$ cat src/rtl/mult_add_result_fmt.sv
// Output stage for the four-tap multiply-add: tracks valid results, stalls the multiplier
// via clken, rounds/saturates to OUT_W bits and buffers in a small FIFO.
// Optional saturation counter enabled by defining MULT_ADD_RESULT_SAT_CNT_EN.
module mult_add_result_fmt #(
  parameter int IN_W       = 38,
  parameter int OUT_W      = 18,
  parameter int FRAC_SHIFT = 17,
  parameter int LATENCY    = 3,
  parameter int FIFO_DEPTH = 4
) (
  input  logic             clk,
  input  logic             aclr_n,
  input  logic             in_valid,
  output logic             in_ready,
  output logic             clken,
  input  logic [IN_W-1:0]  result,
  output logic [OUT_W-1:0] out_data,
  output logic             out_valid,
  input  logic             out_ready,
  output logic             sat_flag,
  input  logic             sat_clr,
  output logic [15:0]      sat_count
);

  localparam int PTR_W = (FIFO_DEPTH > 1) ? $clog2(FIFO_DEPTH) : 1;
  localparam int CNT_W = PTR_W + 1;
  localparam logic [CNT_W-1:0]      C_FULL = CNT_W'(FIFO_DEPTH);
  localparam logic signed [IN_W:0]  C_HALF = (IN_W+1)'(1) << (FRAC_SHIFT - 1);
  localparam logic signed [IN_W:0]  C_MAX  = (IN_W+1)'((1 << (OUT_W - 1)) - 1);
  localparam logic signed [IN_W:0]  C_MIN  = ~C_MAX;

  logic [LATENCY-1:0] r_vpipe;
  logic [OUT_W-1:0]   r_mem [FIFO_DEPTH];
  logic [PTR_W-1:0]   r_wrPtr;
  logic [PTR_W-1:0]   r_rdPtr;
  logic [CNT_W-1:0]   r_count;
  logic               r_satFlag;

  logic               w_push;
  logic               w_pop;
  logic signed [IN_W:0] w_ext;
  logic signed [IN_W:0] w_rnd;
  logic signed [IN_W:0] w_q;
  logic               w_satHi;
  logic               w_satLo;
  logic [OUT_W-1:0]   w_fmt;

  // clken has a deliberate combinational path from out_ready: a pop frees the slot
  // the push at the same edge will fill, so a full FIFO keeps streaming.
  assign out_valid = (r_count != '0);
  assign w_pop     = out_valid && out_ready;
  assign clken     = (r_count != C_FULL) || w_pop;
  assign in_ready  = clken;
  assign w_push    = clken && r_vpipe[LATENCY-1];

  // Extra bit of headroom so the rounding add can never wrap.
  assign w_ext   = {result[IN_W-1], result};
  assign w_rnd   = w_ext + C_HALF;
  assign w_q     = w_rnd >>> FRAC_SHIFT;
  assign w_satHi = (w_q > C_MAX);
  assign w_satLo = (w_q < C_MIN);
  assign w_fmt   = w_satHi ? {1'b0, {(OUT_W-1){1'b1}}} :
                   w_satLo ? {1'b1, {(OUT_W-1){1'b0}}} :
                             w_q[OUT_W-1:0];

  assign out_data = out_valid ? r_mem[r_rdPtr] : '0;
  assign sat_flag = r_satFlag;

  always_ff @(posedge clk or negedge aclr_n) begin
    if (!aclr_n) begin
      r_vpipe <= '0;
    end else if (clken) begin
      r_vpipe <= (r_vpipe << 1) | LATENCY'(in_valid);
    end
  end

  always_ff @(posedge clk) begin
    if (w_push) begin
      r_mem[r_wrPtr] <= w_fmt;
    end
  end

  always_ff @(posedge clk or negedge aclr_n) begin
    if (!aclr_n) begin
      r_wrPtr <= '0;
      r_rdPtr <= '0;
      r_count <= '0;
    end else begin
      if (w_push) begin
        r_wrPtr <= r_wrPtr + PTR_W'(1);
      end
      if (w_pop) begin
        r_rdPtr <= r_rdPtr + PTR_W'(1);
      end
      case ({w_push, w_pop})
        2'b10:   r_count <= r_count + CNT_W'(1);
        2'b01:   r_count <= r_count - CNT_W'(1);
        default: r_count <= r_count;
      endcase
    end
  end

  always_ff @(posedge clk or negedge aclr_n) begin
    if (!aclr_n) begin
      r_satFlag <= 1'b0;
    end else if (sat_clr) begin
      r_satFlag <= 1'b0;
    end else if (w_push && (w_satHi || w_satLo)) begin
      r_satFlag <= 1'b1;
    end
  end

`ifdef MULT_ADD_RESULT_SAT_CNT_EN
  logic [15:0] r_satCnt;

  always_ff @(posedge clk or negedge aclr_n) begin
    if (!aclr_n) begin
      r_satCnt <= '0;
    end else if (sat_clr) begin
      r_satCnt <= '0;
    end else if (w_push && (w_satHi || w_satLo) && (r_satCnt != 16'hFFFF)) begin
      r_satCnt <= r_satCnt + 16'd1;
    end
  end

  assign sat_count = r_satCnt;
`else
  assign sat_count = 16'd0;
`endif

endmodule

$ cat config.mk
export PLATFORM = sky130hd
export DESIGN_NAME = mult_add_result_fmt
export DESIGN_NICKNAME = d
export VERILOG_FILES = /design/src/rtl/mult_add_result_fmt.sv
export SDC_FILE = /design/constraint.sdc
export NUM_CORES = 1
export LEC_CHECK = 0
export BUFFER_PORTS_ARGS = -buffer_cell sky130_fd_sc_hd__buf_2
export CORE_ASPECT_RATIO = 1.2
export CORE_MARGIN = 2
export CORE_UTILIZATION = 40
export DETAILED_ROUTE_END_ITERATION = 6
export GPL_TIMING_DRIVEN = 1
export HOLD_SLACK_MARGIN = 0.02
export PLACE_DENSITY = 0.61
export SETUP_SLACK_MARGIN = 0.05
export SKIP_CTS_REPAIR_TIMING = 1
export SLEW_MARGIN = 25
export SYNTH_ARGS = -nofsm -noshare
export SYNTH_HDL_FRONTEND = slang
export SYNTH_SLANG_ARGS = --single-unit
$ cat constraint.sdc
create_clock -name clk -period 3.1 [get_ports clk]
set_input_delay 0.465 -clock clk [delete_from_list [all_inputs] [get_ports clk]]
set_output_delay 0.465 -clock clk [all_outputs]
set_load 0.03 [all_outputs]
==> flow_metrics.py <==
metrics = {
    "outcome": {
        "status": "completed",
    },
    "global_route": {
        "grt_start_max_net_pins": 20,
        "use_met3": 0.04016,
        "grt_pass1_wl_um": 12260,
        "grt_overflow": 0,
        "grtUsageMet1": 0.1835,
        "grt_pass1_vias": 2399,
        "track_usage": 0.1551,
        "antenna_found_initial": 1,
        "grt_most_used_layer": "met2",
        "use_met2": 0.2639,
    },
    "floorplanning": {
        "core-area_sq_um": 9960,
        "core.rowCount": 40,
        "dieArea_sq_um": 10980,
        "die_h_um": 114.4,
        "die_x_um": 95.99,
        "ios": 81,
        "start_util": 0.4078,
    },
    "synth": {
        "synth_adder_area_share": 0.02341,
        "synth_top_cell_area_share": 0.5323,
        "yosys.area_share.simple": 0.1266,
        "synth-compound-area-share": 0.04898,
        "ys.flop_type": "edfxtp_1",
        "syn_inst": 277,
        "avgSynthCellArea_sq_um": 14.66,
        "synth.ff_latch_count": 83,
        "async_flop_share": 0.1325,
        "synth_top_family_by_area": "simple AND/OR/NAND/NOR gates",
        "yosysTopAreaCell": "edfxtp_1",
        "yosysSeqAreaShare": 0.6001,
        "ys_warn_count": 0,
        "synth_mux_area_frac": 0.1023,
        "synth-xor-area-share": 0.04744,
        "synthesis.area_sq_um": 4061,
        "ys_top_cells_by_area": "edfxtp_1 (53%), mux4_2 (10%), dfrtp_1 (6.8%)",
        "synth-edff-count": 72,
        "yosys.cell_types.count": 44,
    },
    "critical_path": {
        "endpoint_kind": "flop",
        "arrival_ns": 2.81,
        "cp-startpoint": "r_count[0]",
        "crit_required_ns": 3.36,
        "startpoint_type": "flop",
        "r2r_start": "r_count[0]",
        "critPathKind": "flop to flop",
        "crit_fanout": 5,
    },
    "drt": {
        "vias": 2336,
        "drtPass1Iterations": 4,
        "drtIter0Drc": 117,
        "drc": 0,
        "routedWlPerCell_um": 16.83,
        "wirelength_um": 7811,
        "vias_per_cell": 5.034,
        "ant_nets": 0,
    },
    "power_and_ir_drop": {
        "leakage_nw": 1.702,
        "peakVddDrop_mv": 0.4565,
        "power.density_nw_per_um2": 935.6,
    },
    "hold_path": {
        "hold_start": "in_valid",
        "hold_path_class": "input pin to flop",
    },
    "finish": {
        "diodes": 0,
        "drive_gt1_frac": 0.3195,
        "final_util": 0.4693,
        "layout.cells.non_filler": 464,
        "syn_to_final_growth_pct": 15.10,
        "num-nets-final": 383,
        "finalInstanceArea_sq_um": 4674,
    },
    "placement": {
        "pre_cts_slack_ns": 0.4586,
        "dpl-instance-area_sq_um": 4390,
        "place.gp.congestion": 0.8017,
        "place_inst": 447,
        "dpl.hpwl_um": 5439,
        "io_buffers": 48,
    },
    "cts": {
        "clock_sinks": 83,
        "cts_buffers": 9,
        "cts_tree": "done",
        "root_buffer": "clkbuf_16",
        "cts.clk_slew.worst_paths_ns": 0.06,
        "clk_path_buf_depth": 2,
        "htreeDepth": 3,
        "worst_skew_pair.late_latency_ns": 0.34,
    },
    "timing": {
        "rsz0062_at_grt": "no",
        "setup_ws_ns": 0.5542,
        "max-slew-margin-rel": 0.3251,
        "worst_pin_slew_ns": 1.012,
        "setup-violations-final": 0,
        "fin_crit_ns": 2.546,
        "finalClockSkew_ns": 0.007789,
        "setup_tns_ns": 0,
        "fmax_ghz": 0.3928,
        "min_period_over_period": 0.8212,
        "slew_viol_final": 0,
        "hold_viol_final": 0,
    },
    "flow_run": {
        "maxCapViolCount": 0,
    },
}
==> metal layers <==
layer	wire length [um]	vias up	share of wire
li1	-	1119	-
met1	3181	1168	0.41
met2	4166	43	0.53
met3	406	4	0.052
met4	45	2	0.0058
met5	11	-	0.0014
==> final timing paths <==
kind	to	slack (ns)	cells after the start
setup / recovery	r_count[2]	0.55	10
hold / removal	r_vpipe[0]	0.33	3
setup reg to reg	r_count[2]	0.55	10
hold reg to reg	r_vpipe[1]	0.47	2
max in group asynchronous	sat_flag	2.36	2
min in group asynchronous	r_count[2]	0.53	2
==> flip-flops by register name (all words and copies together), names as in the netlist <==
name / flops
r_mem: 72
sat_flag: 1
r_wrPtr: 2
r_rdPtr: 2
r_vpipe: 3
r_count: 3
==> layout make-up <==
class | instances | area [sq um]
Clock buffer | 10 | 229.0
Clock inverter | 6 | 42.54
Fill cell | 870 | 5285
Inverter | 9 | 33.78
Multi-Input combinational cell | 175 | 1479
Sequential cell | 83 | 2437
Tap cell | 126 | 157.7
Timing Repair Buffer | 55 | 295.3
==> Yosys cell counts (5+ instances only) <==
cell type,n
nand2b_1,5
xnor2_1,10
nor2_1,8
nand3_1,8
inv_1,8
edfxtp_1,72
mux4_2,18
xor2_1,12
ha_1,6
nand2_1,19
dfrtp_1,11
o21ai_0,8
o21ai_2,10
buf_4,17
and2_1,19
==> cell families (layout without fill, tap and decap cells) <==
family / count (synthesis) / count (layout)
and+or+nand+nor: 85 / 85
DFF: 83 / 83
buffers and inverters: 34 / 80
AOI/OAI and AO/OA: 26 / 26
xor gates and xnor gates: 22 / 22
muxes: 19 / 19
adders and majority gates: 7 / 7
other: 1 / 16
==> power by group <==
group	switching, W	internal, W
Combinational	0.00108	0.000675
Sequential	0.000112	0.00156
Clock	0.000414	0.000541
Total	0.00160	0.00277
==> cells in the final DEF (no fill, tap or decap), drive strengths merged, types with 2 or more instances in the layout <==
master,netlist,layout
buf,20,54
and4,5,5
and2,20,20
clkbuf,5,10
nand4,6,6
clkinvlp,0,2
nand3,9,9
edfxtp,72,72
a21oi,2,2
ha,6,6
inv,8,8
or3,2,2
nor3,4,4
nand2b,5,5
conb,1,16
clkinv,1,5
dfrtp,11,11
o21ai,18,18
nand2,19,19
nor2,8,8
xnor2,10,10
and3,4,4
xor2,12,12
mux4,18,18
a2111o,2,2
==> stage by stage <==
step | total power [W] | hold WS (ns)
floorplan | 0.002991 | 0.1694
global placement | 0.003462 | 0.3483
detailed placement | 0.003485 | 0.3530
CTS | 0.004444 | -0.009835
global route | 0.004637 | 0.3645
finish | 0.004374 | 0.3322
==> critical path, cell delays in order, from the launching register on <==
cell	delay, ns
dfrtp_1	0.42
nor4b_2	0.50
clkinv_1	0.15
and2_0	0.26
inv_1	0.09
ha_1	0.18
inv_1	0.06
fa_1	0.37
xor2_1	0.15
nor2_1	0.11
xor2_1	0.17
Note: power is estimated with default switching activity, not from simulation.
